File: config.mk
export PLATFORM = sky130hd
export DESIGN_NAME = game_display_scheduler_flat
export DESIGN_NICKNAME = d
export VERILOG_FILES = /design/src/rtl/game_display_pkg.sv /design/src/rtl/game_display_scheduler_if.sv /design/src/rtl/display_blink_timer.sv /design/src/rtl/game_display_scheduler.sv /design/src/flat_wrapper.sv
export SDC_FILE = /design/constraint.sdc
export NUM_CORES = 1
export LEC_CHECK = 0
export CORE_MARGIN = 2
export CORE_UTILIZATION = 50
export CTS_CLUSTER_SIZE = 40
export DETAILED_ROUTE_END_ITERATION = 8
export GPL_TIMING_DRIVEN = 0
export PLACE_DENSITY = 0.71
export SETUP_SLACK_MARGIN = 0.3
export SLEW_MARGIN = 15
export SYNTH_ARGS = -nofsm -noshare
export SYNTH_HDL_FRONTEND = slang
export SYNTH_SLANG_ARGS = --single-unit
File: constraint.sdc
create_clock -name i_Clk -period 3.25 [get_ports i_Clk]
set_input_delay 0.975 -clock i_Clk [delete_from_list [all_inputs] [get_ports i_Clk]]
set_output_delay 0.975 -clock i_Clk [all_outputs]
set_load 0.05 [all_outputs]
File: src/rtl/game_display_pkg.sv
// Shared types and constants for the scoreboard display scheduler.
// Holds the FSM state type, well-known message codes and the BCD split helper.
package game_display_pkg;

    typedef enum logic {
        SCORE    = 1'b0,
        SHOW_MSG = 1'b1
    } state_t;

    localparam logic [7:0] MSG_WIN  = 8'hAA;
    localparam logic [7:0] MSG_LOSE = 8'hEE;

    // Binary 0..15 to two decimal digits {upper, lower}.
    function automatic logic [7:0] bcd_split(input logic [3:0] bin);
        logic [7:0] r;
        if (bin >= 4'd10) r = {4'd1, bin - 4'd10};
        else              r = {4'd0, bin};
        return r;
    endfunction

endpackage

File: src/rtl/game_display_scheduler_if.sv
// Message request handshake between the game FSM (master) and the scheduler (slave).
// Ports: i_Msg_Valid/i_Msg_Code/i_Msg_Blink request, o_Msg_Ready accept, o_Msg_Done completion.
interface game_display_scheduler_if;

    logic       i_Msg_Valid;
    logic [7:0] i_Msg_Code;
    logic       i_Msg_Blink;
    logic       o_Msg_Ready;
    logic       o_Msg_Done;

    modport master (
        output i_Msg_Valid,
        output i_Msg_Code,
        output i_Msg_Blink,
        input  o_Msg_Ready,
        input  o_Msg_Done
    );

    modport slave (
        input  i_Msg_Valid,
        input  i_Msg_Code,
        input  i_Msg_Blink,
        output o_Msg_Ready,
        output o_Msg_Done
    );

endinterface

File: src/rtl/display_blink_timer.sv
// Free-running half-period counter with a phase toggle and synchronous restart.
// Ports: i_Clk, i_Rst, i_Restart (phase 0, count 0), i_Enable (advance), o_Phase.
module display_blink_timer
    import game_display_pkg::*;
#(
    parameter int BLINK_CLKS = 6250000
) (
    input  logic i_Clk,
    input  logic i_Rst,
    input  logic i_Restart,
    input  logic i_Enable,
    output logic o_Phase
);

    localparam int CW = (BLINK_CLKS > 1) ? $clog2(BLINK_CLKS) : 1;
    localparam logic [CW-1:0] CNT_LAST = CW'(BLINK_CLKS - 1);

    logic [CW-1:0] cnt_q, cnt_d;
    logic          phase_q, phase_d;

    always_comb begin
        cnt_d   = cnt_q;
        phase_d = phase_q;
        if (i_Restart) begin
            cnt_d   = '0;
            phase_d = 1'b0;
        end else if (i_Enable) begin
            if (cnt_q == CNT_LAST) begin
                cnt_d   = '0;
                phase_d = ~phase_q;
            end else begin
                cnt_d = cnt_q + 1'b1;
            end
        end
    end

    always_ff @(posedge i_Clk) begin
        if (i_Rst) begin
            cnt_q   <= '0;
            phase_q <= 1'b0;
        end else begin
            cnt_q   <= cnt_d;
            phase_q <= phase_d;
        end
    end

    assign o_Phase = phase_q;

endmodule

File: src/rtl/game_display_scheduler.sv
// Shares the 2-digit scoreboard between the persistent score and timed messages.
// Ports: i_Clk, i_Rst, i_Score, i_Clear, msg_if (request handshake), o_Digit_Upper/Lower, o_Blank.
module game_display_scheduler
    import game_display_pkg::*;
#(
    parameter int MSG_HOLD_CLKS = 50000000,
    parameter int BLINK_CLKS    = 6250000
) (
    input  logic                      i_Clk,
    input  logic                      i_Rst,
    input  logic [3:0]                i_Score,
    input  logic                      i_Clear,
    game_display_scheduler_if.slave   msg_if,
    output logic [3:0]                o_Digit_Upper,
    output logic [3:0]                o_Digit_Lower,
    output logic                      o_Blank
);

    localparam int HW = $clog2(MSG_HOLD_CLKS);
    localparam logic [HW-1:0] HOLD_LAST = HW'(MSG_HOLD_CLKS - 1);

    state_t        state_q, state_d;
    logic [HW-1:0] hold_q, hold_d;
    logic          blink_q, blink_d;
    logic [3:0]    upper_q, upper_d;
    logic [3:0]    lower_q, lower_d;
    logic          done_q, done_d;
    logic          restart;
    logic          phase;
    logic [7:0]    score_bcd;

    assign score_bcd = bcd_split(i_Score);

    always_comb begin
        state_d = state_q;
        hold_d  = hold_q;
        blink_d = blink_q;
        upper_d = upper_q;
        lower_d = lower_q;
        done_d  = 1'b0;
        restart = 1'b0;
        unique case (state_q)
            SCORE: begin
                upper_d = score_bcd[7:4];
                lower_d = score_bcd[3:0];
                if (msg_if.i_Msg_Valid && !i_Clear) begin
                    state_d = SHOW_MSG;
                    upper_d = msg_if.i_Msg_Code[7:4];
                    lower_d = msg_if.i_Msg_Code[3:0];
                    blink_d = msg_if.i_Msg_Blink;
                    hold_d  = '0;
                    restart = 1'b1;
                end
            end
            SHOW_MSG: begin
                if (i_Clear) begin
                    // Abort: straight back to score, no completion pulse.
                    state_d = SCORE;
                    hold_d  = '0;
                    upper_d = score_bcd[7:4];
                    lower_d = score_bcd[3:0];
                end else if (hold_q == HOLD_LAST) begin
                    state_d = SCORE;
                    hold_d  = '0;
                    done_d  = 1'b1;
                    upper_d = score_bcd[7:4];
                    lower_d = score_bcd[3:0];
                end else begin
                    hold_d = hold_q + 1'b1;
                end
            end
            default: begin
                state_d = SCORE;
            end
        endcase
    end

    always_ff @(posedge i_Clk) begin
        if (i_Rst) begin
            state_q <= SCORE;
            hold_q  <= '0;
            blink_q <= 1'b0;
            upper_q <= 4'd0;
            lower_q <= 4'd0;
            done_q  <= 1'b0;
        end else begin
            state_q <= state_d;
            hold_q  <= hold_d;
            blink_q <= blink_d;
            upper_q <= upper_d;
            lower_q <= lower_d;
            done_q  <= done_d;
        end
    end

    // Timer only runs while a message is up; restarted on accept so the
    // first BLINK_CLKS cycles of every message are visible.
    display_blink_timer #(
        .BLINK_CLKS (BLINK_CLKS)
    ) u_blink (
        .i_Clk     (i_Clk),
        .i_Rst     (i_Rst),
        .i_Restart (restart),
        .i_Enable  (state_q == SHOW_MSG),
        .o_Phase   (phase)
    );

    assign msg_if.o_Msg_Ready = (state_q == SCORE);
    assign msg_if.o_Msg_Done  = done_q;
    assign o_Digit_Upper      = upper_q;
    assign o_Digit_Lower      = lower_q;
    assign o_Blank            = (state_q == SHOW_MSG) && blink_q && phase;

endmodule

File: src/flat_wrapper.sv
// flat-port wrapper written by rule: the top's interface ports become plain ports
module game_display_scheduler_flat import game_display_pkg::*;
#(
    parameter int MSG_HOLD_CLKS = 50000000,
    parameter int BLINK_CLKS    = 6250000
)
  (i_Clk, i_Rst, i_Score, i_Clear, o_Digit_Upper, o_Digit_Lower, o_Blank, msg_if_i_Msg_Valid, msg_if_i_Msg_Code, msg_if_i_Msg_Blink, msg_if_o_Msg_Ready, msg_if_o_Msg_Done);
  game_display_scheduler_if msg_if_i ();
  input  logic i_Clk;
  input  logic i_Rst;
  input  logic [3:0] i_Score;
  input  logic i_Clear;
  output logic [3:0] o_Digit_Upper;
  output logic [3:0] o_Digit_Lower;
  output logic o_Blank;
  input wire logic [$bits(msg_if_i.i_Msg_Valid)-1:0] msg_if_i_Msg_Valid;
  input wire logic [$bits(msg_if_i.i_Msg_Code)-1:0] msg_if_i_Msg_Code;
  input wire logic [$bits(msg_if_i.i_Msg_Blink)-1:0] msg_if_i_Msg_Blink;
  output wire logic [$bits(msg_if_i.o_Msg_Ready)-1:0] msg_if_o_Msg_Ready;
  output wire logic [$bits(msg_if_i.o_Msg_Done)-1:0] msg_if_o_Msg_Done;
  assign msg_if_i.i_Msg_Valid = msg_if_i_Msg_Valid;
  assign msg_if_i.i_Msg_Code = msg_if_i_Msg_Code;
  assign msg_if_i.i_Msg_Blink = msg_if_i_Msg_Blink;
  assign msg_if_o_Msg_Ready = msg_if_i.o_Msg_Ready;
  assign msg_if_o_Msg_Done = msg_if_i.o_Msg_Done;
  game_display_scheduler #(.MSG_HOLD_CLKS(MSG_HOLD_CLKS), .BLINK_CLKS(BLINK_CLKS)) u_core (.i_Clk(i_Clk), .i_Rst(i_Rst), .i_Score(i_Score), .i_Clear(i_Clear), .msg_if(msg_if_i), .o_Digit_Upper(o_Digit_Upper), .o_Digit_Lower(o_Digit_Lower), .o_Blank(o_Blank));
endmodule
# Yosys cells after proc, flatten, opt, wreduce, memory -nomap -nowiden
# Index checks and enable logic that the tools add are counted.
totals:
  elab_cells: 46
  ff_bits: 61
  output_inout_bits: 11
classes:
  n_reduce_logical: 8
  addsub: 3
  bitwise: 2
  n_eq_ne: 4
  order_cmp: 1
  muxes: 20
ops:
  columns: ["op", "count"]
  rows:
  - ["two-way mux 26 bit", 3]
  - ["case mux 26 bit (2 select lines)", 1]
  - ["adder 26 x 1 -> 26 bit (second input constant)", 1]
  - ["== test 26 bit (second input constant)", 1]
  - ["two-way mux 4 bit", 6]
  - ["adder 23 x 1 -> 23 bit (second input constant)", 1]
  - ["== test 23 bit (second input constant)", 1]
  - ["two-way mux 23 bit", 1]
  - ["case mux 4 bit (2 select lines)", 2]
  - ["two-way mux 1 bit", 5]
  - ["two-way mux 5 bit", 1]
  - [">= comparator 4 bit (second input constant)", 1]
  - ["AND reduction 2 bit", 2]
  - ["subtractor 4 bit (second input constant)", 1]
  - ["logical AND 1 bit", 3]
  - ["inequality test 3 bit (second input constant)", 1]
  - ["OR reduction 3 bit", 1]
  - ["inequality test 2 x 1 -> 1 bit (second input constant)", 1]
  - ["NOT 1 bit", 2]
  - ["case mux 1 bit (2 select lines)", 1]
  - ["OR reduction 2 bit", 1]
  - ["zero test 1 bit", 1]

# Longest topological paths before layout
logic_depth:
  word_depth: 5
  ltp_mapped: 8

# Modules after synthesis
# Synthesis repeated with hierarchy kept, for this count alone.
hier_totals:
  cells_unflattened: 349
  hier_area_um2: 3166.8
modules_own_cells:
  columns: ["mod", "area_per_inst_um2", "n_inst", "seq_area_each_um2", "cells_each"]
  rows:
  - ["game_display_scheduler", 2042.0, 1, 740.7, 224]
  - ["display_blink_timer", 1124.8, 1, 480.5, 125]

# Least setup slack after synthesis
# OpenSTA, ideal clock, no wires.
synth_path:
  kind: "input to register"
  start: "input port msg_if_i_Msg_Valid"
  end: "register u_core.u_blink.cnt_q[10]"
  setup_slack_ps: 982
  arrival_time_ps: 2140
  t_required_ps: 3122
  path_stages: 7
  path_buffers: 3
  cell_sequence: "nor2b_1 > and2_1 > clkbuf_1 > or3_1 > clkbuf_1 > clkbuf_1 > nor2_1"
synth_via:
  elab_chain_len: 4
synth_rtl:
  columns: ["item", "line_no", "source"]
  rows:
  - ["from (decl)", "flat_wrapper.sv:16", "input wire logic [$bits(msg_if_i.i_Msg_Valid)-1:0] msg_if_i_Msg_Valid;"]
  - ["logical AND 1 bit", "game_display_scheduler.sv:46", "if (msg_if.i_Msg_Valid && !i_Clear) begin"]
  - ["two-way mux 1 bit", "game_display_scheduler.sv:46", null]
  - ["two-way mux 1 bit", "game_display_scheduler.sv:42", "unique case (state_q)"]
  - ["OR reduction 2 bit (no line)", null, null]
  - ["to (signal assigned)", "display_blink_timer.sv:42", "cnt_q <= cnt_d;"]
  - ["to (decl)", "display_blink_timer.sv:18", "logic [CW-1:0] cnt_q, cnt_d;"]
# Every way passes these cells.
# A chain may end at the register's enable or synchronous reset.

# Worst setup path in the final report
layout_path:
  start: "input port msg_if_i_Msg_Valid"
  end: "register u_core.u_blink.cnt_q[11]"
# Same word-level chain as after synthesis.

==> flow_summary.yaml <==
sta:
  max_freq_mhz: 365
  slew-limit-headroom: 0.473
  hold_viol: 0
  fin_setup_tns_ps: 0
  fin_crit_ps: 2740
  rsz0062_at_grt: "no"
  whs_ps: 451
  setup_slack_ps: 512
  setup_viol: 0
  worstMarginPinSlew_ps: 791
  finClkSkew_ps: 5.36
  min_period_over_period: 0.843
  slew_violations: 0
synth:
  synth_warnings: 0
  synth_top_family_by_area: "simple AND/OR/NAND/NOR gates"
  yosysSeqAreaShare: 0.416
  synth.area.mux_share: 0.0171
  ys.flop_type: "dfxtp_1"
  ys_top_cells_by_area: "dfxtp_1 42%, nor2_1 7.3%, xor2_1 5.7%, nand3_1 3.8%, nand4_1 3.2%"
  synth-edff-count: 0
  synthSimpleGateAreaFrac: 0.291
  synth_nets: 376
  synth_seq_cells: 61
  yosys.area_share.adder: 0.0128
  synth-compound-area-share: 0.140
  synth_xor_area_frac: 0.0806
  avgSynthCellArea_sq_um: 8.24
  synth_commonest_cells: "61 x dfxtp_1, 57 x nor2_1, 22 x nand2_1, 22 x nand3_1, 19 x xor2_1"
  synthDistinctLibCells: 51
  yosysMostFrequentCell: "dfxtp_1"
  syn_inst: 356
  synth_top_cell_area_share: 0.416
  syn_area_sq_um: 2930
  ys_async_sr_fraction: 0
  yosys.area.top_type: "dfxtp_1"
clocking:
  cts_made_buffers: 9
  clkTransAtPathRegs_ps: 70
  clock_sinks: 61
  clock_path_buffers: 2
  cts-root-buf: "clkbuf_8"
  clk_latency_ps: 340
  h-tree-depth: 3
  cts_hold_buffers: 0
  cts_post_setup_buffers_inserted: 0
  ctsResizeCount: 1
  cts_tree: "done"
power:
  ir_drop_v: 0.000350
  power_w: 0.00156
  leakagePower_nw: 1.19
  power_density_nw_per_um2: 447
drt:
  ant_nets: 0
  dr.pass1.iters: 4
  avgRoutedWirePerCell_um: 13.8
  routed.top_layer: "met4"
  wl_met3_um: 408
  route.detailed.drc: 0
  wl_um: 6480
  vias: 2667
  vias_per_cell: 5.66
  drt_iter0_markers: 194
  wl_met1_um: 3030
  wl_met2_um: 2990
worst_hold_path:
  holdPathStages: 1
  hold_path.class: "reg -> reg"
finish:
  finalCoreUtilization: 0.625
  nets: 414
  syn_to_final_growth_pct: 18.9
  drive_gt1_frac: 0.0652
  n_antenna_cell: 0
placed_design:
  port_buffers: 27
  dp_hpwl_um: 4550
  gp_congestion: 0.848
  dp_worst_setup_slack_ps: 131
floorplanning:
  dieWidth_um: 80.6
  io_pins: 28
  die_y_um: 80.6
  rows: 27
  initial_utilization: 0.526
  die_area_sq_um: 6490
  coreArea_sq_um: 5570
critical_path:
  crit_type: "in -> reg"
  critPathArrivalTime_ps: 2950
  cp_max_fo: 10
  end_kind: "register"
  worst_r2r_path_depth: 7
  crit_required_ps: 3460
  start_kind: "input pin"
status:
  status: "finished, final reports clean"
flow_run:
  maxCapViolCount: 0
global_route:
  grt_max_degree: 11
  antenna_found_initial: 0
  grt_pass1_wl_um: 11400
  overflow: 0
  grt_pass1_vias: 2589
  track_usage: 0.226
[cell families (layout without fill, tap and decap cells)]
logic type | count (synthesis) | count (layout)
and+or+nand+nor | 167 | 167
muxes | 5 | 5
AOI/OAI and AO/OA | 64 | 64
adders and majority gates | 3 | 3
buffers and inverters | 29 | 72
DFF | 61 | 61
xor gates and xnor gates | 27 | 27
[critical path, cell delays in order]
cell	delay (ps)
clkdlybuf4s50_1	450
nor2b_1	240
and2_1	160
clkbuf_1	280
or3_1	160
clkbuf_1	180
clkbuf_1	390
nor2_1	100
[worst paths after layout]
kind / start / endpoint / slack (ps)
setup / recovery: msg_if_i_Msg_Valid / u_core.u_blink.cnt_q[11] / 510
hold reg to reg: u_core.hold_q[23] / u_core.hold_q[23] / 450
hold / removal: u_core.hold_q[23] / u_core.hold_q[23] / 450
setup reg to reg: u_core.hold_q[0] / u_core.hold_q[25] / 920
[where the power goes]
group          switching (W)  internal (W)  total (W)  leakage [nW]
registers         0.00000656      0.000758   0.000764         0.493
clock network       0.000295      0.000373   0.000668        0.0964
logic              0.0000755     0.0000513   0.000127         0.602
total               0.000377       0.00118    0.00156          1.19
[sequential cells by signal, indices dropped and copies added (netlist names)]
register                  flops
u_core.hold_q                26
u_core.msg_if.o_Msg_Done      1
u_core.u_blink.o_Phase        1
u_core.state_q                1
u_core.o_Digit_Lower          4
u_core.blink_q                1
u_core.u_blink.cnt_q         23
u_core.o_Digit_Upper          4
[routing by layer]
layer	global-route usage	vias up
met5	0	-
li1	-	1357
met1	0.279	1241
met2	0.361	65
met4	0.0780	0
met3	0.0831	4
[layout make-up]
cell class	instances	area, sq um
Inverter	10	37.5
Clock inverter	4	47.5
Tap cell	72	90.1
Sequential cell	61	1220
Fill cell	539	2090
Clock buffer	12	145
Timing Repair Buffer	27	269
Buffer	19	87.6
Multi-Input combinational cell	266	1590
[per-stage QoR]
step | instances | instance area, sq um
floorplan | 356 | 2930
global placement | 455 | 3290
CTS | 471 | 3480
finish | 471 | 3490
detailed placement | 455 | 3290
global route | 471 | 3490
[cells in the final DEF, fill, tap and decap left out, types with 2 or more instances in the layout]
| master | count |
|---|---|
| o21ai_0 | 10 |
| nor4_1 | 4 |
| ha_1 | 3 |
| mux2i_1 | 5 |
| nor3_1 | 12 |
| clkbuf_1 | 14 |
| o21ai_1 | 5 |
| o211ai_1 | 3 |
| nand2_1 | 22 |
| nand3_1 | 22 |
| a21oi_1 | 15 |
| a22o_1 | 2 |
| inv_1 | 10 |
| clkbuf_8 | 10 |
| nor2_1 | 57 |
| and2_1 | 2 |
| and3_1 | 5 |
| a31oi_1 | 7 |
| a21o_1 | 3 |
| xor2_1 | 19 |
| xnor2_1 | 8 |
| or3_1 | 8 |
| or4_1 | 4 |
| nand4_1 | 15 |
| dfxtp_1 | 61 |
| a211oi_1 | 6 |
| a22oi_1 | 4 |
| and4_1 | 4 |
| clkinv_2 | 2 |
| clkdlybuf4s50_1 | 26 |
| nand2b_1 | 2 |
| buf_2 | 3 |
(Power assumes the default switching activity.)
